==> src/rtl/mult_div_pkg.sv <==
`default_nettype none
// mult_div_pkg -- shared widths, opcodes and FSM encoding for mult_div_unit. Rev 1.0
package mult_div_pkg;

  localparam int INT_W_DEF  = 15;
  localparam int FRAC_W_DEF = 16;

  localparam logic OP_MUL = 1'b0;
  localparam logic OP_DIV = 1'b1;

  typedef enum logic [1:0] {
    S_IDLE = 2'd0,
    S_RUN  = 2'd1,
    S_FIN  = 2'd2
  } state_t;

endpackage
`default_nettype wire

==> src/rtl/restoring_div_core.sv <==
`default_nettype none
// restoring_div_core -- one quotient bit per step restoring divider. Rev 1.0
module restoring_div_core
  import mult_div_pkg::*;
#(
  parameter int MAG_W = INT_W_DEF + FRAC_W_DEF,
  parameter int DVD_W = INT_W_DEF + 2 * FRAC_W_DEF
) (
  input  logic             clk,
  input  logic             rst_n,
  input  logic             load,
  input  logic             step,
  input  logic [DVD_W-1:0] dividend,
  input  logic [MAG_W-1:0] divisor,
  output logic [DVD_W-1:0] quotient
);

  logic [MAG_W-1:0] rem;
  logic [MAG_W-1:0] dvsr;
  logic [MAG_W:0]   rem_shift;
  logic [MAG_W-1:0] diff;
  logic             ge;

  // Remainder stays below the divisor, so the modulo-2^MAG_W difference is exact when ge.
  assign rem_shift = {rem, quotient[DVD_W-1]};
  assign ge        = rem_shift >= {1'b0, dvsr};
  assign diff      = rem_shift[MAG_W-1:0] - dvsr;

  always_ff @(posedge clk or negedge rst_n) begin
    if (!rst_n) begin
      rem      <= '0;
      dvsr     <= '0;
      quotient <= '0;
    end else if (load) begin
      rem      <= '0;
      dvsr     <= divisor;
      quotient <= dividend;
    end else if (step) begin
      rem      <= ge ? diff : rem_shift[MAG_W-1:0];
      quotient <= {quotient[DVD_W-2:0], ge};
    end
  end

endmodule
`default_nettype wire

==> src/rtl/mult_div_unit.sv <==
`default_nettype none
// mult_div_unit -- iterative sign-magnitude fixed-point multiply/divide. Rev 1.0
module mult_div_unit
  import mult_div_pkg::*;
#(
  parameter int INT_W  = INT_W_DEF,
  parameter int FRAC_W = FRAC_W_DEF
) (
  input  logic                    clk,
  input  logic                    rst_n,
  input  logic                    start,
  input  logic                    op,
  input  logic [INT_W+FRAC_W:0]   data_a,
  input  logic [INT_W+FRAC_W:0]   data_b,
  output logic [INT_W+FRAC_W:0]   result,
  output logic                    busy,
  output logic                    done,
  output logic                    overflow,
  output logic                    div_by_zero
);

  localparam int M     = INT_W + FRAC_W;
  localparam int D     = INT_W + 2 * FRAC_W;
  localparam int CNT_W = $clog2(D);

  state_t           state, state_nxt;
  logic [CNT_W-1:0] cnt, cnt_last;
  logic             op_r, sign_a, sign_b, b_zero;
  logic [M-1:0]     mcand;
  logic [2*M-1:0]   prod;
  logic [M:0]       prod_sum;
  logic [D-1:0]     quot;
  logic             accept, last_iter, div_step;
  logic [M-1:0]     fin_mag;
  logic             fin_ovf, fin_dbz, fin_sign;

  assign accept    = start && (state == S_IDLE);
  assign cnt_last  = (op_r == OP_DIV) ? CNT_W'(D - 1) : CNT_W'(M - 1);
  assign last_iter = (cnt == cnt_last);
  assign div_step  = (state == S_RUN) && (op_r == OP_DIV) && !b_zero;
  assign busy      = (state != S_IDLE);

  always_ff @(posedge clk or negedge rst_n) begin
    if (!rst_n) state <= S_IDLE;
    else        state <= state_nxt;
  end

  always_comb begin
    state_nxt = state;
    case (state)
      S_IDLE:  if (start) state_nxt = S_RUN;
      S_RUN:   if (((op_r == OP_DIV) && b_zero) || last_iter) state_nxt = S_FIN;
      S_FIN:   state_nxt = S_IDLE;
      default: state_nxt = S_IDLE;
    endcase
  end

  // Shift-add: multiplier sits in the low half of prod and is consumed LSB first.
  assign prod_sum = {1'b0, prod[2*M-1:M]} + (prod[0] ? {1'b0, mcand} : {(M+1){1'b0}});

  always_ff @(posedge clk or negedge rst_n) begin
    if (!rst_n) begin
      op_r   <= OP_MUL;
      sign_a <= 1'b0;
      sign_b <= 1'b0;
      b_zero <= 1'b0;
      mcand  <= '0;
      prod   <= '0;
      cnt    <= '0;
    end else if (accept) begin
      op_r   <= op;
      sign_a <= data_a[M];
      sign_b <= data_b[M];
      b_zero <= ~|data_b[M-1:0];
      mcand  <= data_a[M-1:0];
      prod   <= {{M{1'b0}}, data_b[M-1:0]};
      cnt    <= '0;
    end else if (state == S_RUN) begin
      cnt <= cnt + CNT_W'(1);
      if (op_r == OP_MUL) prod <= {prod_sum, prod[M-1:1]};
    end
  end

  restoring_div_core #(
    .MAG_W (M),
    .DVD_W (D)
  ) u_div (
    .clk      (clk),
    .rst_n    (rst_n),
    .load     (accept),
    .step     (div_step),
    .dividend ({data_a[M-1:0], {FRAC_W{1'b0}}}),
    .divisor  (data_b[M-1:0]),
    .quotient (quot)
  );

  always_comb begin
    fin_mag = '0;
    fin_ovf = 1'b0;
    fin_dbz = 1'b0;
    if (op_r == OP_DIV) begin
      if (b_zero) begin
        fin_dbz = 1'b1;
        fin_ovf = 1'b1;
        fin_mag = '1;
      end else if (|quot[D-1:M]) begin
        fin_ovf = 1'b1;
        fin_mag = '1;
      end else begin
        fin_mag = quot[M-1:0];
      end
    end else if (|prod[2*M-1:M+FRAC_W]) begin
      fin_ovf = 1'b1;
      fin_mag = '1;
    end else begin
      fin_mag = prod[M+FRAC_W-1:FRAC_W];
    end
    fin_sign = fin_dbz ? sign_a : ((sign_a ^ sign_b) && (|fin_mag));
  end

  always_ff @(posedge clk or negedge rst_n) begin
    if (!rst_n) begin
      result      <= '0;
      done        <= 1'b0;
      overflow    <= 1'b0;
      div_by_zero <= 1'b0;
    end else begin
      done <= (state == S_FIN);
      if (state == S_FIN) begin
        result      <= {fin_sign, fin_mag};
        overflow    <= fin_ovf;
        div_by_zero <= fin_dbz;
      end
    end
  end

endmodule
`default_nettype wire

==> config.mk <==
export PLATFORM = sky130hd
export DESIGN_NAME = mult_div_unit
export DESIGN_NICKNAME = d
export VERILOG_FILES = /design/src/rtl/mult_div_pkg.sv /design/src/rtl/restoring_div_core.sv /design/src/rtl/mult_div_unit.sv
export SDC_FILE = /design/constraint.sdc
export NUM_CORES = 1
export LEC_CHECK = 0
export CAP_MARGIN = 20
export CORE_MARGIN = 4
export CORE_UTILIZATION = 35
export CTS_CLUSTER_DIAMETER = 40
export DETAILED_ROUTE_END_ITERATION = 16
export GPL_TIMING_DRIVEN = 1
export HOLD_SLACK_MARGIN = 0.12
export PLACE_DENSITY = 0.55
export SETUP_SLACK_MARGIN = 0.1
export SLEW_MARGIN = 10
export SYNTH_ARGS = -nofsm -noshare
export SYNTH_HDL_FRONTEND = slang
export SYNTH_HIERARCHICAL = 1
export SYNTH_SLANG_ARGS = --single-unit
==> constraint.sdc <==
create_clock -name clk -period 2.9 [get_ports clk]
set_input_delay 0.58 -clock clk [delete_from_list [all_inputs] [get_ports clk]]
set_output_delay 0.58 -clock clk [all_outputs]
set_load 0.02 [all_outputs]
Yosys cells after proc, flatten, opt, wreduce, memory -nomap -nowiden
Cells that the tools add are included.

Add/sub/neg operators: 3. Reductions and logical operators: 18. Multiplexer cells: 26. Equality and inequality tests: 6. Magnitude comparators: 1. Bitwise gates (word level): 1.

Operators by type and width (count): two-way mux 31 bit (8); two-way mux 62 bit (3); two-way mux 47 bit (2); OR reduction 31 bit (2); adder 31 x 31 -> 32 bit (1); greater-or-equal comparator 32 x 31 -> 1 bit (1); subtractor 31 bit (1); two-way mux 6 bit (3); OR reduction 16 bit (1); OR reduction 15 bit (1); two-way mux 1 bit (7); adder 6 x 1 -> 6 bit, second input constant (1); == test 6 bit (1); nonzero test 2 bit (3); logical AND 1 bit (5); two-way mux 2 bit (2); inequality test 2 bit, second input constant (2); case mux 2 bit (2 select lines) (1); AND reduction 2 bit (2); == test 2 x 1 -> 1 bit, second input constant (1); == test 2 bit, second input constant (1); zero test 1 bit (2); zero test 2 bit (1); inequality test 2 x 1 -> 1 bit, second input constant (1); other kinds (2) (2).

Register bits: 249. Input bits: 68. Word-level logic and storage cells: 70.

Logic depth before layout (Yosys ltp)
Gate-level depths: netlist of the first run.

Depth in word-level cells: 7. Mapped depth: 14. Gate-level depth less buffers: 13.

Hierarchy
Netlist of the first run, hierarchy kept.

Modules (own cells, without submodules): mult_div_unit (area each 7896.3 um^2, cells an instance 949, times used 1, seq. area each 3503.4 um^2); restoring_div_core (area each 6528.8 um^2, cells an instance 726, times used 1, seq. area each 2727.6 um^2).

Least setup slack after synthesis of the first run
No wires, ideal clock.

Path kind: register -> register. Start point: reg prod[0]. End point: reg prod[60]. Buffers on the path: 1. Required time: 2.835 ns. Stages on the path, launching flop included: 14. Data arrival time: 2.800 ns. Setup slack: 0.035 ns. Cell sequence: dfrtp_1 clkbuf_1 and2_1 ha_1 inv_1 fa_1 nand2b_1 a221o_1 a21o_1 a21bo_1 a21oi_2 a211oi_2 nor4b_2 a211o_1.

Longest elaborated chain between the ends: 5.

RTL lines: from (decl) (RTL line mult_div_unit.sv:30) `logic [2*M-1:0] prod;`; from (signal assigned) (RTL line mult_div_unit.sv:76) `prod <= {{M{1'b0}}, data_b[M-1:0]};`; from (signal assigned) (RTL line mult_div_unit.sv:80) `if (op_r == OP_MUL) prod <= {prod_sum, prod[M-1:1]};`; two-way mux 31 bit (RTL line mult_div_unit.sv:59) `assign prod_sum = {1'b0, prod[2*M-1:M]} + (prod[0] ? {1'b0, mcand} : {(M+1){1'b0}});`; adder 31 x 31 -> 32 bit (RTL line mult_div_unit.sv:59); two-way mux 62 bit (RTL line mult_div_unit.sv:80); two-way mux 62 bit (RTL line mult_div_unit.sv:78) `end else if (state == S_RUN) begin`; two-way mux 62 bit (RTL line mult_div_unit.sv:70) `end else if (accept) begin`.

No other way between the ends. The select of a mux whose other input is x is not followed. A chain may end at the register's enable or synchronous reset.

Worst setup path in the final report of the first run
Ends and elaborated chain as after synthesis.

==> results.txt, run 1 <==
Status = complete, no violations
Unique masters post-synth = 87
Vias in the first global route = 12490
Chip width = 211.0 microns
Final Hold Viols = 0
Slew HR = 0.6238
Vias per cell = 5.220
Core Footprint = 40830 sq um
CTS HTree Levels = 2
Worst Hold Class = flip-flop to flip-flop
Reg2reg end = prod[60]
Max-slew violations = 0
Area of the multi-input gates = 8328 sq um
Die area = 44530 sq um
Mapped cell area = 14430 sq um
Placed Instance Area = 16740 sq um
Power Dens Cells = 1357 nW/um^2
Clock root buffer = clkbuf_16
Reg clk slew, reported paths = 50 ps
RSZ-0062 raised after global routing = yes
Final period util = 0.9730
Starting Density = 0.3533
GPL Wtd Cong = 0.8625
PortBufs = 103
Critical path origin = prod[0]
Worst setup path end = prod[60]
Fillcell total = 3891
Critical path, cell by cell = and2_1 -> ha_2 -> inv_2 -> fa_2 -> nand2b_4 -> a221o_1 -> a21o_1 -> a21bo_1 -> a21oi_4 -> a211oi_2 -> buf_4 -> a211o_1
First-pass GRT wire length = 66.65 mm
Row count = 74
Yosys warns = 6
Setup CP Type = flip-flop to flip-flop
Largest net degree at the start of global routing = 80
Residual DRC = 0
Fmax = 0.3544 GHz
Reg area = 6235 sq um
Asr flop ratio synth = 1.000
TritonCTS Buffers = 45
Layout cells sized above 1 = 0.1822
Area growth syn-to-layout = 33.09%
CP startpoint kind = flip-flop
Worst Path Arrival = 3260 ps
Post-synthesis average cell area = 8.612 sq um
Drt wl/cell = 16.93 microns
CP max stage delay = 390 ps
Chip height = 211.0 microns
Final instance area = 19200 sq um
DRT antenna net count = 0
Crit-path max FO = 3
Worst R2R Path Depth = 12
Clk_skew = 12.54 ps
Critical path capture point type = flip-flop
Slowest cell on the critical path = dfrtp_1
Power Total = 26.04 mW
Net count reported at finish = 2013
IO Pins = 104
Max Cap Viol = 0
Prevailing post-synth register cell = dfrtp_1
Register bit total from synthesis = 249
Grt ovf = 0
Total GRT Usage = 0.1810
Leakage power = 8.435 nW
R2R setup slack = 80 ps
Post-synth EDFFs = 0
TritonRoute pass-1 iters = 5
FF-to-FF Start = prod[0]
Worst-Skew Late Latency = 570 ps
Clk sink count = 249
Final wirelength = 41.43 mm
Final setup fails = 0
CP Data Required Time = 3340 ps
Post-synthesis cell count = 1675
Crit path time final = 2822 ps
Number of antenna violations at the first check in global routing = 0
Setup TNS Final = 0 ps
Dpl hpwl = 28.72 mm
Iter 0 DRT Violations = 785
Worst-margin pin slew = 564.3 ps
Seq/Total Area, Yosys = 0.4320
CTS tree = built
Detailed-route via count = 12770
# diodes = 0
Worst vdd ir = 453.4 uV
CTS max path bufs = 3
==> sequential cells by signal (all words and copies together) (netlist names), 2 cells and up <==
signal	flops
cnt	6
mcand	31
prod	62
result	32
state	2
u_div/dvsr	31
u_div/quotient	47
u_div/rem	31
==> worst min path at each step <==
stage | start | endpoint | slack, ps | cells after the start
2_1_floorplan | rst_n | b_zero | 280 | 0
3_3_place_gp | mcand[30] | mcand[30] | 450 | 2
3_5_place_dp | mcand[30] | mcand[30] | 450 | 2
4_1_cts | mcand[30] | mcand[30] | 470 | 2
5_1_grt | mcand[23] | mcand[23] | 480 | 2
6_report | mcand[30] | mcand[30] | 460 | 2
==> metal layers <==
layer,part of all wire,track usage,vias up
met3,0.045,0.02495,64
met2,0.44,0.2737,263
met4,0.023,0.05544,0
li1,-,-,6319
met5,0,0,-
met1,0.49,0.2702,6128
==> layout by cell type, fill, tap and decap left out, types with 19 or more instances in the layout <==
cell type / synthesis / final
o21ai_0: 165 / 157
clkbuf_16: 0 / 46
o22ai_1: 34 / 31
inv_1: 55 / 49
and2_1: 31 / 31
a31oi_1: 45 / 42
nor2_1: 111 / 104
o21ai_1: 17 / 22
a21oi_1: 78 / 59
dfrtp_1: 249 / 246
a21oi_2: 2 / 19
clkdlybuf4s50_1: 0 / 102
xor2_1: 23 / 22
nand2_1: 356 / 349
nand3_1: 21 / 21
ha_1: 64 / 46
nor3_1: 25 / 23
nor4_1: 23 / 20
xnor2_1: 24 / 24
a21o_1: 25 / 25
mux2i_1: 58 / 56
buf_4: 2 / 107
==> power breakdown <==
part	leakage (nW)	switching (mW)	total [mW]	internal, mW
Sequential	3.07	1.28	6.32	5.03
Clock	0.754	1.98	5.40	3.41
Combinational	4.61	7.63	14.3	6.70
Total	8.43	10.9	26.0	15.1
==> Yosys cell counts, drive strengths merged, types with 31 or more instances <==
library cell | instances | area [sq um]
and2 | 31 | 193.9
dfrtp | 249 | 6231
nand2 | 357 | 1343
inv | 56 | 210.2
o22ai | 34 | 212.7
mux2i | 58 | 580.6
a21oi | 80 | 407.9
clkbuf | 69 | 262.8
a31oi | 46 | 302.8
ha | 64 | 800.8
o21ai | 182 | 910.9
nor2 | 113 | 434.2
==> kinds of logic after synthesis <==
| logic type | share of synthesized area |
|---|---|
| simple gates | 0.1968 |
| compound gates | 0.1991 |
| flops | 0.4320 |
| buf+inv | 0.04094 |
| fa+ha+maj | 0.05829 |
| mux | 0.04415 |
| xor+xnor | 0.02854 |
| other cells | 0.0002600 |
==> timing repair <==
action	CTS	global route
gates resized for setup	29	114
endpoints found under the setup margin	36	44
setup buffers	10	14
hold buffers	1	0
gates cloned	0	2
endpoints found under the hold margin	61	0
pin swaps	17	53
==> stage by stage <==
step	std cells	hold slack, ps	utilization	setup WS, ps
5_1_grt	2447	476.2	0.4702	-61.52
2_1_floorplan	1690	284.4	-	112.5
4_1_cts	2433	467.1	0.4544	47.73
6_report	2447	461.2	0.4702	78.31
3_5_place_dp	2339	454.5	0.4099	-74.76
3_3_place_gp	2339	449.8	0.4099	-62.03
==> critical path: cells and delay by family (launching register included) <==
family / cells / cell delay (ps)
buf+inv: 2 / 180
flops: 1 / 390
compound gates: 6 / 1320
fa+ha+maj: 2 / 530
simple gates: 2 / 290
==> cell type report <==
cell class	count	area share
Timing Repair Buffer	231	0.1144
Inverter	56	0.01121
Clock inverter	34	0.02014
Clock buffer	49	0.06100
Multi-Input combinational cell	1296	0.4338
Tap cell	532	0.03467
Sequential cell	249	0.3248
No activity file was read; power rests on OpenSTA's default activity.
==> run 2: changes to the inputs <==
Settings changed: CORE_UTILIZATION 35 to 54, PLACE_DENSITY 0.55 to 0.77.
==> results.txt, run 2 (synthesis results as in run 1) <==
Net count reported at finish = 1988 (-1.2%)
Sequential power share = 0.250 (+0.007)
Critical path, cell by cell = ha_1 -> a21oi_2 -> nor2_1 -> a211oi_1 -> o31ai_2 -> a221o_1 -> a21oi_2 -> o21ai_0 -> mux2_2 -> a211oi_1
Top reg by flops = prod
Vias per cell = 6.033 (+16%)
TritonCTS Buffers = 42 (-6.7%)
Chip width = 171.4 microns (-19%)
Row count = 59 (-20%)
Worst vdd ir = 673.4 uV (+49%)
DRT antenna net count = 0 (unchanged)
CP startpoint kind = flip-flop
Worst Path Arrival = 3350 ps (+90 ps)
Total GRT Usage = 0.2629 (+0.08182)
Grt ovf = 0 (unchanged)
Setup CP Type = flip-flop to flip-flop
Worst-margin pin slew = 713.4 ps (+149.0 ps)
CTS tree = built
Bufs and invs on worst path = 0 (-2)
# diodes = 0 (unchanged)
Core Footprint = 26210 sq um (-36%)
Largest net degree at the start of global routing = 89 (+11%)
RSZ-0062 raised after global routing = yes
CP max stage delay = 420 ps (+30 ps)
Chip height = 171.4 microns (-19%)
Max Cap Viol = 0 (unchanged)
Final Hold Viols = 0 (unchanged)
CTS HTree Levels = 2 (unchanged)
Power Total = 25.63 mW (-1.6%)
Power Dens Cells = 1374 nW/um^2 (+1.3%)
Starting Density = 0.5504 (+0.1972)
Max-slew violations = 0 (unchanged)
Worst-Skew Late Latency = 520 ps (-50 ps)
Worst Hold Class = flip-flop to flip-flop
Most frequent cells in the layout = nand2_1 (348), dfrtp_1 (245), o21ai_0 (156)
Place WS = -107.6 ps (-32.82 ps)
Crit path time final = 2931 ps (+108.9 ps)
Residual DRC = 0 (unchanged)
GPL Wtd Cong = 0.9188 (+6.5%)
CP top delay family = compound AO/OA/AOI/OAI gates
NetSw = 11.07 mW (+1.6%)
Setup TNS Final = -30.54 ps (-30.54 ps)
CP Data Required Time = 3320 ps (-20 ps)
Final setup fails = 1 (+1)
Final wirelength = 40.88 mm (-1.3%)
Commonest non-fill, non-tap cell in the layout = nand2_1
Leakage power = 8.181 nW (-3.0%)
Clk sink count = 249 (unchanged)
Top flop regs = prod x62, u_div/quotient x47, result x32
Number of antenna violations at the first check in global routing = 0 (unchanged)
Critical path capture point type = flip-flop
Status = complete, but fails checks
Final period util = 1.011 (+0.03754)
Detailed-route via count = 13390 (+4.9%)
PortBufs = 103 (unchanged)
Fmax = 0.3412 GHz (-3.7%)
Crit-path max FO = 6 (+3)
Max reg flops = 62 (unchanged)
CTS max path bufs = 3 (unchanged)
Area growth syn-to-layout = 29.29%
Die area = 29390 sq um (-34%)
Int Pwr = 14.55 mW (-3.9%)
First-pass GRT wire length = 63.94 mm (-4.1%)
TritonRoute pass-1 iters = 5 (unchanged)
Switching share of power = 0.4321 (+0.01368)
Iter 0 DRT Violations = 1383 (+76%)
Clock share of power = 0.186 (-0.021)
Setup ws final = -30.54 ps (-108.9 ps)
Clk_skew = 16.53 ps (+3.983 ps)
Reg clk slew, reported paths = 50 ps (about the same)
Slowest cell on the critical path = ha_1
Failing checks = negative setup slack
Drt wl/cell = 18.41 microns (+8.8%)
Slew HR = 0.5244 (-0.09936)
Vias in the first global route = 12790 (+2.4%)
IO Pins = 104 (unchanged)
Dpl hpwl = 26.39 mm (-8.1%)
Layout cells sized above 1 = 0.1724 (-0.009832)
Clock root buffer = clkbuf_16
Comb pwr share = 0.564 (+0.014)
-- run 2: routing by layer --
metal | global-route usage | part of all wire | vias to the layer above
met5 | 0 | 0 | -
met4 | 0.07337 | 0.026 | 0
met3 | 0.04114 | 0.068 | 89
met2 | 0.4198 | 0.47 | 541
met1 | 0.3753 | 0.44 | 6484
li1 | - | - | 6280
-- run 2: worst paths after layout --
kind | startpoint | end | slack [ps] | depth (start not counted)
min in group asynchronous | rst_n | u_div/quotient[5] | 660 | 2
worst max register to register | u_div/rem[5] | u_div/rem[23] | -30 | 10
worst min-delay path | mcand[25] | mcand[25] | 460 | 2
max in group asynchronous | rst_n | prod[49] | 1430 | 3
worst min register to register | mcand[25] | mcand[25] | 460 | 2
worst max-delay path | u_div/rem[5] | u_div/rem[23] | -30 | 10
-- run 2: power groups by stage --
stage / Sequential, mW / Clock, mW / Combinational (mW)
global route: 6.58 / 5.00 / 15.7
global placement: 6.22 / 0 / 11.4
floorplan: 5.89 / 0 / 8.67
finish: 6.41 / 4.76 / 14.5
CTS: 6.28 / 4.82 / 12.4
detailed placement: 6.28 / 0 / 11.8
-- run 2: worst min-delay path: cells and delay by family (launching register included) --
kind	cells	cell delay, ps
AND/OR/NAND/NOR	2	100
flip-flops	1	330
-- run 2: area by class of cell --
class / instances / area [sq um]
clock inverter: 22 / 207.7
multi-input combinational: 1297 / 8426
clock buffer: 53 / 1154
sequential: 249 / 6236
tap: 335 / 419.2
inverter: 56 / 215.2
fill: 1846 / 7556
timing repair buffer: 208 / 1993
-- run 2: repair_timing --
item / 4_1_cts / 5_1_grt
hold endpoints to repair: 30 / 0
gates cloned: 1 / 4
gates resized for setup: 38 / 117
buffers inserted: 8 / 11
setup endpoints to repair: 36 / 46
hold buffers: 1 / 0
pin swaps: 22 / 70
-- run 2: through the flow --
| stage | instance area (sq um) | hold slack, ps | cells | utilization |
|---|---|---|---|---|
| floorplan | 14490 | 284.4 | 1690 | - |
| global placement | 16300 | 452.0 | 2120 | 0.6221 |
| detailed placement | 16300 | 455.5 | 2120 | 0.6221 |
| CTS | 17930 | 469.0 | 2205 | 0.6844 |
| global route | 18650 | 495.1 | 2220 | 0.7117 |
| finish | 18650 | 463.6 | 2220 | 0.7117 |
==> run 3: changes to the inputs <==
--- a/config.mk
+++ b/config.mk
@@ -7,5 +7,8 @@
 export LEC_CHECK = 0
+export ABC_AREA = 1
 export CAP_MARGIN = 20
+export CELL_PAD_IN_SITES_DETAIL_PLACEMENT = 0
+export CELL_PAD_IN_SITES_GLOBAL_PLACEMENT = 1
 export CORE_MARGIN = 4
-export CORE_UTILIZATION = 54
+export CORE_UTILIZATION = 40
 export CTS_CLUSTER_DIAMETER = 40
@@ -14,3 +17,3 @@
 export HOLD_SLACK_MARGIN = 0.12
-export PLACE_DENSITY = 0.77
+export PLACE_DENSITY_LB_ADDON = 0.1
 export SETUP_SLACK_MARGIN = 0.1
==> constraint.sdc (replaced) <==
create_clock -name clk -period 2.9 [get_ports clk]
set_input_delay 0.29 -clock clk [delete_from_list [all_inputs] [get_ports clk]]
set_output_delay 0.29 -clock clk [all_outputs]
set_load 0.02 [all_outputs]
==> results.txt, run 3 <==
Status = complete, no violations
Crit-path max FO = 16 (+10)
Final setup fails = 0 (-1)
Chip height = 206.6 microns (+20%)
Crit-path most repeated cell = nand2_1
CP max stage delay = 430 ps (about the same)
Vias in the first global route = 14670 (+15%)
GPL Wtd Cong = 0.9197 (about the same)
Setup CP Type = flip-flop to flip-flop
Worst-Skew Late Latency = 600 ps (+80 ps)
Sequential power share = 0.237 (-0.013)
Fillcell total = 3925 (+110%)
Largest cells by area after synthesis = dfrtp_1 (40%), nand2_1 (18%), inv_1 (7.9%), ha_1 (5.1%), o21ai_0 (4.9%)
Register bit total from synthesis = 249 (unchanged)
Vias per cell = 5.082 (-16%)
Clock share of power = 0.229 (+0.043)
Worst Hold Class = primary input to asynchronous set/reset pin
Grt ovf = 0 (unchanged)
IO Pins = 104 (unchanged)
Final Hold Viols = 0 (unchanged)
Fmax = 0.3797 GHz (+11%)
Worst Path Arrival = 3160 ps (-190 ps)
Unique masters post-synth = 47 (-46%)
Slowest cell on the critical path = fa_1
Post-synth EDFFs = 0 (unchanged)
Post-synthesis cell count = 2244 (+34%)
Row count = 72 (+22%)
Net count reported at finish = 2491 (+25%)
Clk_skew = 28.78 ps (+12.25 ps)
Prevailing post-synth register cell = dfrtp_1
Yosys warns = 6 (unchanged)
# diodes = 0 (unchanged)
Most frequent cells in the layout = nand2_1 (753), inv_1 (333), dfrtp_1 (249)
Area growth syn-to-layout = 21.03%
Total GRT Usage = 0.2418 (-0.02104)
Int Pwr = 13.52 mW (-7.1%)
Drt wl/cell = 17.40 microns (-5.5%)
Area fraction of the dominant cell type after synthesis = 0.3950 (-0.03694)
Worst-margin pin slew = 781.2 ps (+67.86 ps)
RSZ-0062 raised after global routing = yes
Top reg by flops = prod
Top flop regs = prod x62, u_div/quotient x47, result x32
NetSw = 11.94 mW (+7.8%)
Critical path, cell by cell = inv_1 -> ha_1 -> inv_1 -> fa_1 -> nand3_1 -> nand3_2 -> nand2_1 -> nand2_2 -> nand2_1 -> nand3_2 -> nand2_2 -> nand2_2 -> buf_6 -> nand3_1 -> nand2_1 -> nand2_1
Mapped cell area = 15770 sq um (+9.4%)
Asr flop ratio synth = 1.000 (unchanged)
Comb pwr share = 0.533 (-0.031)
Clk sink count = 249 (unchanged)
Critical path capture point type = flip-flop
PortBufs = 103 (unchanged)
Largest area contributor in the netlist = dfrtp_1
Core Footprint = 38830 sq um (+48%)
Largest net degree at the start of global routing = 175 (+97%)
Cell with the most instances after synthesis = nand2_1
Max-slew violations = 0 (unchanged)
DRT antenna net count = 0 (unchanged)
Seq/Total Area, Yosys = 0.3950 (-0.03694)
Leakage power = 9.772 nW (+19%)
Worst vdd ir = 650.1 uV (-3.5%)
Power Total = 25.46 mW (-0.67%)
Starting Density = 0.4063 (-0.1442)
Clock root buffer = clkbuf_16
Layout cells sized above 1 = 0.06842 (-0.1040)
TritonCTS Buffers = 49 (+17%)
Reg clk slew, reported paths = 60 ps (about the same)
CP startpoint kind = flip-flop
First-pass GRT wire length = 81.61 mm (+28%)
CP Data Required Time = 3430 ps (+110 ps)
Crit path time final = 2634 ps (-296.6 ps)
Dpl hpwl = 37.49 mm (+42%)
TritonRoute pass-1 iters = 5 (unchanged)
CP top delay family = simple AND/OR/NAND/NOR gates
Bufs and invs on worst path = 3 (+3)
Switching share of power = 0.4689 (+0.03679)
Final wirelength = 50.73 mm (+24%)
Die area = 42680 sq um (+45%)
Final period util = 0.9083 (-0.1023)
Iter 0 DRT Violations = 938 (-32%)
Max Cap Viol = 0 (unchanged)
CTS HTree Levels = 2 (unchanged)
CTS tree = built
Slew HR = 0.4792 (-0.04524)
Number of antenna violations at the first check in global routing = 0 (unchanged)
CTS max path bufs = 3 (unchanged)
Residual DRC = 0 (unchanged)
Setup TNS Final = 0 ps (+30.54 ps)
Commonest non-fill, non-tap cell in the layout = nand2_1
Power Dens Cells = 1333 nW/um^2 (-3.0%)
Post CTS Setup Buffer Count = 0 (-8)
Post-synthesis average cell area = 7.029 sq um (-18%)
Max reg flops = 62 (unchanged)
Chip width = 206.6 microns (+20%)
Detailed-route via count = 14810 (+11%)
List of most frequent post-synthesis cells = nand2_1 (755), inv_1 (334), dfrtp_1 (249), o21ai_0 (154), nand3_1 (145)
-- run 3: cell count changes after synthesis, moves of 36 or more --
| cell | previous run | this run |
|---|---|---|
| a31oi_1 | 45 | 0 |
| inv_1 | 55 | 334 |
| o221ai_1 | 1 | 43 |
| nand4_1 | 7 | 43 |
| nand2_1 | 356 | 755 |
| mux2i_1 | 58 | 0 |
| nand3_1 | 21 | 145 |
-- run 3: path summary, 6_finish.rpt --
kind | cells after the start | endpoint | from | slack [ps]
worst max register to register | 16 | u_div/rem[25] | u_div/quotient[46] | 270
worst max-delay path | 16 | u_div/rem[25] | u_div/quotient[46] | 270
worst min-delay path | 2 | u_div/quotient[11] | rst_n | 240
min in group clk | 3 | op_r | op | 270
max in group asynchronous | 3 | u_div/rem[5] | rst_n | 1780
worst min register to register | 2 | mcand[17] | mcand[17] | 470
-- run 3: kinds of logic (layout without fill, tap and decap cells) --
| logic type | after synthesis | in the layout | share of synthesized area |
|---|---|---|---|
| AND/OR/NAND/NOR | 1137 | 1137 | 0.3046 |
| buffers and inverters | 426 | 564 | 0.1092 |
| AO/OA/AOI/OAI | 347 | 347 | 0.1275 |
| flip-flops | 249 | 249 | 0.3950 |
| adder cells (fa/ha/maj) | 66 | 66 | 0.05330 |
| XOR/XNOR | 17 | 17 | 0.009439 |
| other | 1 | 16 | 0.0002377 |
| multiplexers | 1 | 1 | 0.0007138 |
-- run 3: cell type report --
| cell class | instances | area (sq um) | share of cell area |
|---|---|---|---|
| clock inverters | 31 | 386.6 | 0.02025 |
| repair buffers | 129 | 1300 | 0.06810 |
| flip-flops and latches | 249 | 6231 | 0.3264 |
| multi-input cells | 1584 | 7891 | 0.4134 |
| well taps | 518 | 648.1 | 0.03395 |
| clock buffers | 60 | 1338 | 0.07006 |
| inverters | 344 | 1296 | 0.06790 |
-- run 3: repair_timing --
action	CTS	global route
setup endpoints to repair	0	4
endpoints found under the hold margin	78	0
hold buffers	1	0
resized for setup	0	2
-- run 3: stage by stage --
stage                     setup slack, ps  utilization  hold slack, ps  instance area (sq um)  instances
after floorplan                     500.1            -          -5.591                  15830       2259
after global placement              264.8       0.4464           271.8                  17330       2822
after detailed placement            255.9       0.4469           274.0                  17350       2823
after CTS                           232.9       0.4916           234.9                  19090       2915
after global routing                88.39       0.4917           283.2                  19090       2915
final                               266.1       0.4917           244.8                  19090       2915
-- run 3: worst reg2reg max path, stage by stage (launching register included) --
cell     delay [ps]
dfrtp_1         370
inv_1           100
ha_1            160
inv_1            70
fa_1            430
nand3_1         120
nand3_2         120
nand2_1         100
nand2_2          80
nand2_1         110
nand3_2          80
nand2_2          90
nand2_2         170
buf_6           230
nand3_1         190
nand2_1          80
nand2_1          60
-- run 3: layer usage --
layer	GRT usage	part of all wire	wire, microns
met1	0.3542	0.49	24630
met3	0.03968	0.058	2923
met4	0.07129	0.023	1154
met5	0	0	0
met2	0.3696	0.43	22020
-- run 3: power groups by stage --
stage / clock network, mW / logic (mW) / registers (mW)
2_1_floorplan: 0 / 9.32 / 6.15
3_3_place_gp: 0 / 13.4 / 6.06
3_5_place_dp: 0 / 13.5 / 6.08
4_1_cts: 5.97 / 13.6 / 6.05
5_1_grt: 6.15 / 15.4 / 6.25
6_report: 5.84 / 13.6 / 6.04
